<file path="config.mk">
export PLATFORM = sky130hd
export DESIGN_NAME = axis_escape_framer
export DESIGN_NICKNAME = d
export VERILOG_FILES = /design/src/rtl/escape_pkg.sv /design/src/rtl/escape_match.sv /design/src/rtl/axis_escape_framer.sv
export SDC_FILE = /design/constraint.sdc
export NUM_CORES = 1
export LEC_CHECK = 0
export BUFFER_PORTS_ARGS = -buffer_cell sky130_fd_sc_hd__buf_2
export CORE_MARGIN = 1.5
export CORE_UTILIZATION = 25
export DETAILED_ROUTE_END_ITERATION = 12
export RECOVER_POWER = 50
export SETUP_SLACK_MARGIN = 0.1
export SYNTH_ARGS = -nofsm -noshare
export SYNTH_HDL_FRONTEND = slang
export SYNTH_SLANG_ARGS = --single-unit
</file>
<file path="constraint.sdc">
create_clock -name aclk -period 2.2 [get_ports aclk]
set_input_delay 0.44 -clock aclk [delete_from_list [all_inputs] [get_ports aclk]]
set_output_delay 0.44 -clock aclk [all_outputs]
set_load 0.005 [all_outputs]
</file>
<file path="src/rtl/escape_pkg.sv">
// Shared types and default symbols for the AXI-Stream byte-stuffing escaper.
package escape_pkg;

  // Framer FSM states; S_EOF is only reachable when frame delimiters are built in.
  typedef enum logic [1:0] {
    S_PASS = 2'd0,
    S_ESC  = 2'd1,
    S_DATA = 2'd2,
    S_EOF  = 2'd3
  } state_e;

  localparam logic [7:0] ESC_SYMBOL_DEFAULT   = 8'hE5;
  localparam logic [7:0] START_SYMBOL_DEFAULT = 8'hD5;
  localparam logic [7:0] END_SYMBOL_DEFAULT   = 8'hC5;

endpackage

</file>
<file path="src/rtl/escape_match.sv">
// Combinational comparator: flags a word that collides with any reserved symbol.
module escape_match
  import escape_pkg::*;
#(
  parameter int unsigned              DATA_WIDTH    = 8,
  parameter logic [DATA_WIDTH-1:0]    ESCAPE_SYMBOL = DATA_WIDTH'(ESC_SYMBOL_DEFAULT),
  parameter logic [DATA_WIDTH-1:0]    START_SYMBOL  = DATA_WIDTH'(START_SYMBOL_DEFAULT),
  parameter logic [DATA_WIDTH-1:0]    END_SYMBOL    = DATA_WIDTH'(END_SYMBOL_DEFAULT)
) (
  input  logic [DATA_WIDTH-1:0] data,
  output logic                  hit
);

  // The reserved set is the same whether or not delimiters are inserted.
  always_comb begin
    hit = (data == ESCAPE_SYMBOL) || (data == START_SYMBOL) || (data == END_SYMBOL);
  end

endmodule

</file>
<file path="src/rtl/axis_escape_framer.sv">
// AXI-Stream byte-stuffing escaper with optional frame delimiters.
// Build option: define ESC_FRAME_DELIM_EN to bracket each frame with START/END symbols.
module axis_escape_framer
  import escape_pkg::*;
#(
  parameter int unsigned           DATA_WIDTH    = 8,
  parameter logic [DATA_WIDTH-1:0] ESCAPE_SYMBOL = DATA_WIDTH'(ESC_SYMBOL_DEFAULT),
  parameter logic [DATA_WIDTH-1:0] START_SYMBOL  = DATA_WIDTH'(START_SYMBOL_DEFAULT),
  parameter logic [DATA_WIDTH-1:0] END_SYMBOL    = DATA_WIDTH'(END_SYMBOL_DEFAULT),
  parameter logic [DATA_WIDTH-1:0] ESC_XOR       = '0
) (
  input  logic                  aclk,
  input  logic                  aresetn,
  input  logic [DATA_WIDTH-1:0] s_axis_tdata,
  input  logic                  s_axis_tvalid,
  output logic                  s_axis_tready,
  input  logic                  s_axis_tlast,
  output logic [DATA_WIDTH-1:0] m_axis_tdata,
  output logic                  m_axis_tvalid,
  input  logic                  m_axis_tready,
  output logic                  m_axis_tlast
);

  state_e                  state, state_next;
  logic [DATA_WIDTH-1:0]   hold_data;
  logic                    hold_last;
  logic                    hold_esc;
  logic                    in_esc;
  logic                    slot_free;
  logic                    accept;
  logic                    ready_en;
  logic                    sof_pending;
  logic                    delim_en;
  logic                    emit_valid;
  logic [DATA_WIDTH-1:0]   emit_data;
  logic                    emit_last;

  escape_match #(
    .DATA_WIDTH   (DATA_WIDTH),
    .ESCAPE_SYMBOL(ESCAPE_SYMBOL),
    .START_SYMBOL (START_SYMBOL),
    .END_SYMBOL   (END_SYMBOL)
  ) u_match (
    .data(s_axis_tdata),
    .hit (in_esc)
  );

  // Output slot can take a new word when empty or being consumed this edge.
  assign slot_free     = !m_axis_tvalid || m_axis_tready;
  assign s_axis_tready = ready_en && (state == S_PASS) && slot_free;
  assign accept        = s_axis_tvalid && s_axis_tready;

`ifdef ESC_FRAME_DELIM_EN
  logic in_frame;

  assign delim_en    = 1'b1;
  assign sof_pending = !in_frame;

  // Track whether the next accepted beat opens a new frame.
  always_ff @(posedge aclk or negedge aresetn) begin
    if (!aresetn) begin
      in_frame <= 1'b0;
    end else if (accept) begin
      in_frame <= !s_axis_tlast;
    end
  end
`else
  assign delim_en    = 1'b0;
  assign sof_pending = 1'b0;
`endif

  // Keep the input ready low until the first edge after reset release.
  always_ff @(posedge aclk or negedge aresetn) begin
    if (!aresetn) begin
      ready_en <= 1'b0;
    end else begin
      ready_en <= 1'b1;
    end
  end

  // Capture the accepted beat for the follow-up emissions.
  always_ff @(posedge aclk or negedge aresetn) begin
    if (!aresetn) begin
      hold_data <= '0;
      hold_last <= 1'b0;
      hold_esc  <= 1'b0;
    end else if (accept) begin
      hold_data <= s_axis_tdata;
      hold_last <= s_axis_tlast;
      hold_esc  <= in_esc;
    end
  end

  // FSM state register.
  always_ff @(posedge aclk or negedge aresetn) begin
    if (!aresetn) begin
      state <= S_PASS;
    end else begin
      state <= state_next;
    end
  end

  // FSM next-state: states only advance when the output slot accepts the emission.
  always_comb begin
    state_next = state;
    unique case (state)
      S_PASS: begin
        if (accept) begin
          if (sof_pending) begin
            state_next = in_esc ? S_ESC : S_DATA;
          end else if (in_esc) begin
            state_next = S_DATA;
          end else if (s_axis_tlast && delim_en) begin
            state_next = S_EOF;
          end
        end
      end
      S_ESC: begin
        if (slot_free) state_next = S_DATA;
      end
      S_DATA: begin
        if (slot_free) state_next = (hold_last && delim_en) ? S_EOF : S_PASS;
      end
`ifdef ESC_FRAME_DELIM_EN
      S_EOF: begin
        if (slot_free) state_next = S_PASS;
      end
`endif
      default: state_next = S_PASS;
    endcase
  end

  // FSM output: the word to load into the output register this cycle.
  always_comb begin
    emit_valid = 1'b0;
    emit_data  = '0;
    emit_last  = 1'b0;
    unique case (state)
      S_PASS: begin
        if (accept) begin
          emit_valid = 1'b1;
          if (sof_pending) begin
            emit_data = START_SYMBOL;
          end else if (in_esc) begin
            emit_data = ESCAPE_SYMBOL;
          end else begin
            emit_data = s_axis_tdata;
            emit_last = s_axis_tlast && !delim_en;
          end
        end
      end
      S_ESC: begin
        emit_valid = 1'b1;
        emit_data  = ESCAPE_SYMBOL;
      end
      S_DATA: begin
        emit_valid = 1'b1;
        emit_data  = hold_esc ? (hold_data ^ ESC_XOR) : hold_data;
        emit_last  = hold_last && !delim_en;
      end
`ifdef ESC_FRAME_DELIM_EN
      S_EOF: begin
        emit_valid = 1'b1;
        emit_data  = END_SYMBOL;
        emit_last  = 1'b1;
      end
`endif
      default: begin
        emit_valid = 1'b0;
      end
    endcase
  end

  // Output register: load on a free or draining slot, hold while stalled.
  always_ff @(posedge aclk or negedge aresetn) begin
    if (!aresetn) begin
      m_axis_tvalid <= 1'b0;
      m_axis_tdata  <= '0;
      m_axis_tlast  <= 1'b0;
    end else if (slot_free) begin
      m_axis_tvalid <= emit_valid;
      if (emit_valid) begin
        m_axis_tdata <= emit_data;
        m_axis_tlast <= emit_last;
      end
    end
  end

endmodule

</file>
==> metrics.yaml, run 1 <==
run_status:
  status: "complete, no violations"
floorplan:
  initial_core_util_pct: 26.22
  die_x_microns: 65.20
  rows: 22
  coreArea_sq_mm: 0.003689
  io_pins: 24
  die_h_microns: 65.20
  fp.dieArea_sq_mm: 0.004251
layout:
  fin_nets: 138
  fin_util_pct: 31.51
  num-fill-cells: 400
  synthToLayoutAreaGrowth_pct: 20.18
  final_cells: 172
  fin_area_sq_mm: 0.001162
  drive_gt1_share_pct: 26.61
  antenna_cells: 0
clocking:
  clkTransAtPathRegs_ns: 0.08
  holdBufCountCts: 0
  clock_path_buffers: 2
  ctsResizeCount: 0
  clock-sinks: 21
  clock_latency_ns: 0.26
  cts_tree: "yes"
  cts-htree-levels: 1
  cts_buffers: 3
  cts_setup_buffers: 0
  root_buffer: "clkbuf_8"
synth:
  ys_top_cells_by_count: "nand2_1, dfrtp_1, a21oi_1, o22ai_1"
  synth_top_cell_area_share_pct: 54.33
  synth_edf_count: 0
  synth_area_leaders: "dfrtp_1, nand2_1, o22ai_1"
  seq_area_frac_synth_pct: 54.33
  synth_area_leader_cell: "dfrtp_1"
  synth_warnings: 0
  synthMostInstantiatedCell: "nand2_1"
  netlist-cell-type-count: 24
  ys_seq_elements: 21
  syn-num-nets: 113
  synth_area_sq_um: 967.2
  synth.avg_cell_area_sq_um: 9.672
  synthFlopType: "dfrtp_1"
  synth_cells: 100
  synth_async_sr_flop_share_pct: 100.0
critical_path:
  r2r_start: "m_axis_tvalid"
  max_stage_delay_ns: 0.36
  path_depth: 3
  ff2ff_path_depth: 4
  path_cells: "or2b_4 -> and2_2 -> buf_2"
  crit_type: "reg -> out"
  required_ns: 1.76
  cp_top_family: "simple AND/OR/NAND/NOR gates"
  crit_start: "m_axis_tvalid"
  cp.arrival_ns: 1.28
  cpMaxStageDelayCell: "dfrtp_1"
  path_buf_inv: 1
  endpoint_kind: "primary output"
  path_max_fanout: 15
  worst_setup_path_start_kind: "flop"
sta:
  rsz0062_at_grt: "no"
  finalCriticalPeriod_ns: 1.722
  slew_viol_final: 0
  period_share_pct: 78.25
  max_freq_mhz: 580.9
  finClkSkew_ns: 0.005497
  tightestPinTransition_ns: 1.097
  setup-tns-final_ns: 0
  slew_headroom_pct: 26.90
  setup_viol: 0
  hold_viol: 0
detailed_routing:
  vias: 779
  drc: 0
  post_drt_wl_per_cell_microns: 12.13
  routed_wl_microns: 2087
  drt-initial-drc-count: 30
  drt_pass1_iterations: 4
  ant_nets: 0
  viasPerCell: 4.529
hold_path:
  worst_hold_path_type: "in -> async"
global_routing:
  grt-ovfl-total: 0
  first_global_vias: 776
  grt_max_degree: 22
  grt_antenna_before_repair: 0
  grt_util_all_layers_pct: 10.80
  grt_pass1_wl_microns: 3491
pwr:
  vdd_drop_max_v: 0.0002408
  powerDensity_mw_per_mm2: 767.8
  p_leak_nw: 0.5775
placed_design:
  place_hpwl_microns: 1535
  io_buffers: 23
  place_area_sq_mm: 0.001119
  gp_congestion: 0.7944
  dpl.cell_count: 168
job:
  cap_viol_max_count: 0
==> flip-flops by register name, summed over array words and instances (netlist names) <==
signal,flops
state,1
m_axis_tvalid,1
ready_en,1
m_axis_tlast,1
m_axis_tdata,8
hold_data,8
hold_last,1
==> cells by family after synthesis <==
kind of cell	synth area share, %
simple gates	24.45
compound gates	13.84
flops	54.33
mux	4.140
buf+inv	2.845
other cells	0.3877
==> where the power goes <==
part	internal (mW)	switching (mW)
Sequential	0.445	0.0351
Combinational	0.0762	0.0836
Clock	0.126	0.127
==> worst reg2reg max path: stages (launching register included) <==
cell	delay (ns)
dfrtp_1	0.39
or2b_4	0.31
nand3_2	0.35
mux2i_1	0.27
a21oi_1	0.09
==> through the flow <==
stage | setup slack [ns] | power, mW | hold slack [ns]
final | 0.4784 | 0.8924 | 0.3585
after global routing | 0.4052 | 0.9485 | 0.3972
after CTS | 0.4632 | 0.9084 | 0.1366
after floorplan | 0.7250 | 0.5764 | 0.1444
after global placement | 0.5941 | 0.6467 | 0.4152
after detailed placement | 0.5439 | 0.6525 | 0.4245
==> final timing paths <==
| path | slack (ns) | end |
|---|---|---|
| min in group aclk | 0.40 | hold_data[0] |
| min reg2reg | 0.48 | hold_data[2] |
| min | 0.36 | m_axis_tdata[6] |
| max in group asynchronous | 1.19 | hold_data[7] |
| max reg2reg | 0.68 | m_axis_tdata[3] |
| max | 0.48 | s_axis_tready |
==> area by class of cell <==
class,instances,area [sq um],area share (%)
multi-input combinational,75,414.1,35.63
inverter,1,3.754,0.3229
sequential,21,525.5,45.21
timing repair buffer,23,112.6,9.688
clock buffer,3,41.29,3.552
tap,48,60.06,5.167
clock inverter,1,5.005,0.4306
==> placed cells by master (no fill, tap or decap), drive strengths merged <==
cell and n:
nand3 4, and4bb 1, o21ai 3, and3 1, conb 1, clkinv 1
dfrtp 21, a31oi 4, inv 1, clkbuf 5, nand4 1, mux2i 4
o22ai 7, nor2 3, or2b 1, and2 1, buf 21, nand2 33
o211ai 2, a21oi 7, nor2b 2
==> layer usage <==
metal	vias up	GRT usage [%]	wire length, microns
met5	-	0	0
met4	0	4.427	30
met3	5	4.623	148
met2	26	16.20	932
met1	356	13.62	976
li1	392	-	-
Power figures use the tool's default switching activity.
==> run 2, diff against run 1 <==
Clock period 2.2 ns to 1.71 ns, I/O delays scaled along.
==> run 2 against run 1 <==
Compared with the run above: clock power rose by 25%; register-to-register slack got worse by 0.41 ns; global-route usage rose by 0.15 points.
==> metrics.yaml, run 2 (synthesis results as in run 1) <==
floorplan:
  coreArea_sq_mm: 0.003689  # unchanged
  io_pins: 24  # unchanged
  initial_core_util_pct: 26.22  # unchanged
  rows: 22  # unchanged
  die_x_microns: 65.20  # unchanged
  die_h_microns: 65.20  # unchanged
  fp.dieArea_sq_mm: 0.004251  # unchanged
layout:
  layout_common_cells: "nand2_1, dfrtp_1, buf_2"
  drive_gt1_share_pct: 27.78  # +1.2 points
  final_common_cell: "nand2_1"
  fin_area_sq_mm: 0.001177  # +1.3%
  num-fill-cells: 417  # +4.3%
  reg.largest.list: "hold_data: 8 flops, m_axis_tdata: 8 flops"
  antenna_cells: 0  # unchanged
  fin_nets: 140  # +1.4%
  synthToLayoutAreaGrowth_pct: 21.73
sta:
  holdWs_ns: 0.2784  # -0.08007 ns
  setup_viol: 0  # unchanged
  period_share_pct: 90.08
  slew_headroom_pct: 24.58  # -2.3 points
  hold_viol: 0  # unchanged
  finalCriticalPeriod_ns: 1.540
  max_freq_mhz: 649.2
  rsz0062_at_grt: "no"
  setup-tns-final_ns: 0  # unchanged
  fin_ws_ns: 0.1696  # -0.3088 ns
  slew_viol_final: 0  # unchanged
  tightestPinTransition_ns: 1.131  # +0.03476 ns
  finClkSkew_ns: 0.005224  # -0.0002736 ns
detailed_routing:
  vias: 802  # +3.0%
  post_drt_wl_per_cell_microns: 12.40  # +2.2%
  drt-initial-drc-count: 21  # -30%
  viasPerCell: 4.609  # +1.8%
  drc: 0  # unchanged
  drt_pass1_iterations: 4  # unchanged
  ant_nets: 0  # unchanged
  routed_wl_microns: 2158  # +3.4%
pwr:
  seqPwrFrac_pct: 53.9  # +0.2 points
  p_int_uw: 836.0  # +29%
  power.switching_uw: 310.3  # +26%
  p_total_mw: 1.146  # +28%
  clockPowerShare_pct: 27.6  # -0.7 points
  vdd_drop_max_v: 0.0002541  # +5.5%
  p_leak_nw: 0.5863  # +1.5%
  powerDensity_mw_per_mm2: 973.6  # +27%
  switching_share_pct: 27.07  # -0.43 points
  combPwrFrac_pct: 18.4  # +0.5 points
clocking:
  clock_latency_ns: 0.26  # about the same
  clock_path_buffers: 2  # unchanged
  cts-htree-levels: 1  # unchanged
  root_buffer: "clkbuf_8"
  cts_tree: "yes"
  cts_buffers: 3  # unchanged
  holdBufCountCts: 0  # unchanged
  clkTransAtPathRegs_ns: 0.07  # about the same
  clock-sinks: 21  # unchanged
placed_design:
  gp_congestion: 0.7974  # +0.38%
  place_area_sq_mm: 0.001119  # unchanged
  place_ws_ns: 0.1581  # -0.3858 ns
  io_buffers: 23  # unchanged
  place_hpwl_microns: 1559  # +1.6%
critical_path:
  crit_type: "reg -> out"
  crit_start: "m_axis_tvalid"
  path_cells: "or2b_4 -> and2_2 -> buf_2"
  worst_setup_path_start_kind: "flop"
  required_ns: 1.37  # -0.39 ns
  ff2ff_path_depth: 4  # unchanged
  path_max_fanout: 4  # -11
  regToRegSetupSlack_ns: 0.27  # -0.41 ns
  endpoint_kind: "primary output"
  max_stage_delay_ns: 0.36  # about the same
  r2r_start: "state[1]"
  rr_endpoint: "m_axis_tdata[3]"
  endpoint: "s_axis_tready"
  cpMaxStageDelayCell: "dfrtp_1"
  cp.arrival_ns: 1.20  # -0.08 ns
global_routing:
  grt-ovfl-total: 0  # unchanged
  grt_max_degree: 22  # unchanged
  first_global_vias: 797  # +2.7%
  grt_pass1_wl_microns: 3553  # +1.8%
  grt_util_all_layers_pct: 10.95  # +0.15 points
  grt_antenna_before_repair: 0  # unchanged
hold_path:
  worst_hold_path_type: "in -> async"
run_status:
  status: "complete, no violations"
job:
  cap_viol_max_count: 0  # unchanged
[run 2: cell count changes in the layout (fill, tap and decap cells not counted)]
cell,change
buf_4,+2
[run 2: layout make-up]
class | instances | area (sq um) | area share (%)
timing repair buffer | 25 | 127.6 | 10.84
tap | 48 | 60.06 | 5.101
sequential | 21 | 525.5 | 44.63
clock inverter | 1 | 5.005 | 0.4251
inverter | 1 | 3.754 | 0.3188
clock buffer | 3 | 41.29 | 3.507
multi-input combinational | 75 | 414.1 | 35.18
[run 2: per-layer routing]
layer / vias up / global-route usage, % / wire length [microns]
li1: 398 / - / -
met1: 373 / 13.62 / 963
met2: 28 / 17.47 / 993
met3: 3 / 3.082 / 168
met4: 0 / 5.208 / 32
met5: - / 0 / 0
[run 2: what timing repair did]
| action | CTS | global route |
|---|---|---|
| endpoints found under the setup margin | 1 | 0 |
| buffers inserted | 2 | 0 |
| gates resized for setup | 0 | 0 |
| endpoints found under the hold margin | 0 | 0 |
[run 2: metrics by stage]
step                      util (%)  std cells
after CTS                    31.99        174
after detailed placement     30.33        168
after global placement       30.33        168
after global routing         31.92        174
final                        31.92        174
after floorplan                  -        100
[run 2: worst max-delay path: cells and delay by family, from the launching register on]
kind | cells | cell delay, ns
buffers and inverters | 1 | 0.12
flip-flops | 1 | 0.36
AND/OR/NAND/NOR | 2 | 0.46
[run 2: worst min-delay path by stage]
stage / startpoint / cells after the start / end
after global placement: aresetn / 1 / ready_en
after global routing: s_axis_tdata[0] / 3 / hold_data[0]
after detailed placement: aresetn / 1 / ready_en
after floorplan: aresetn / 0 / hold_data[0]
after CTS: aresetn / 1 / m_axis_tdata[5]
final: aresetn / 1 / m_axis_tdata[5]
[run 2: power by group through the flow]
stage               Sequential (mW)  Clock, mW  Combinational [mW]
floorplan                     0.624          0               0.117
detailed placement            0.629          0               0.211
global route                  0.628      0.357               0.239
global placement              0.626          0               0.206
CTS                           0.620      0.337               0.217
finish                        0.618      0.317               0.211
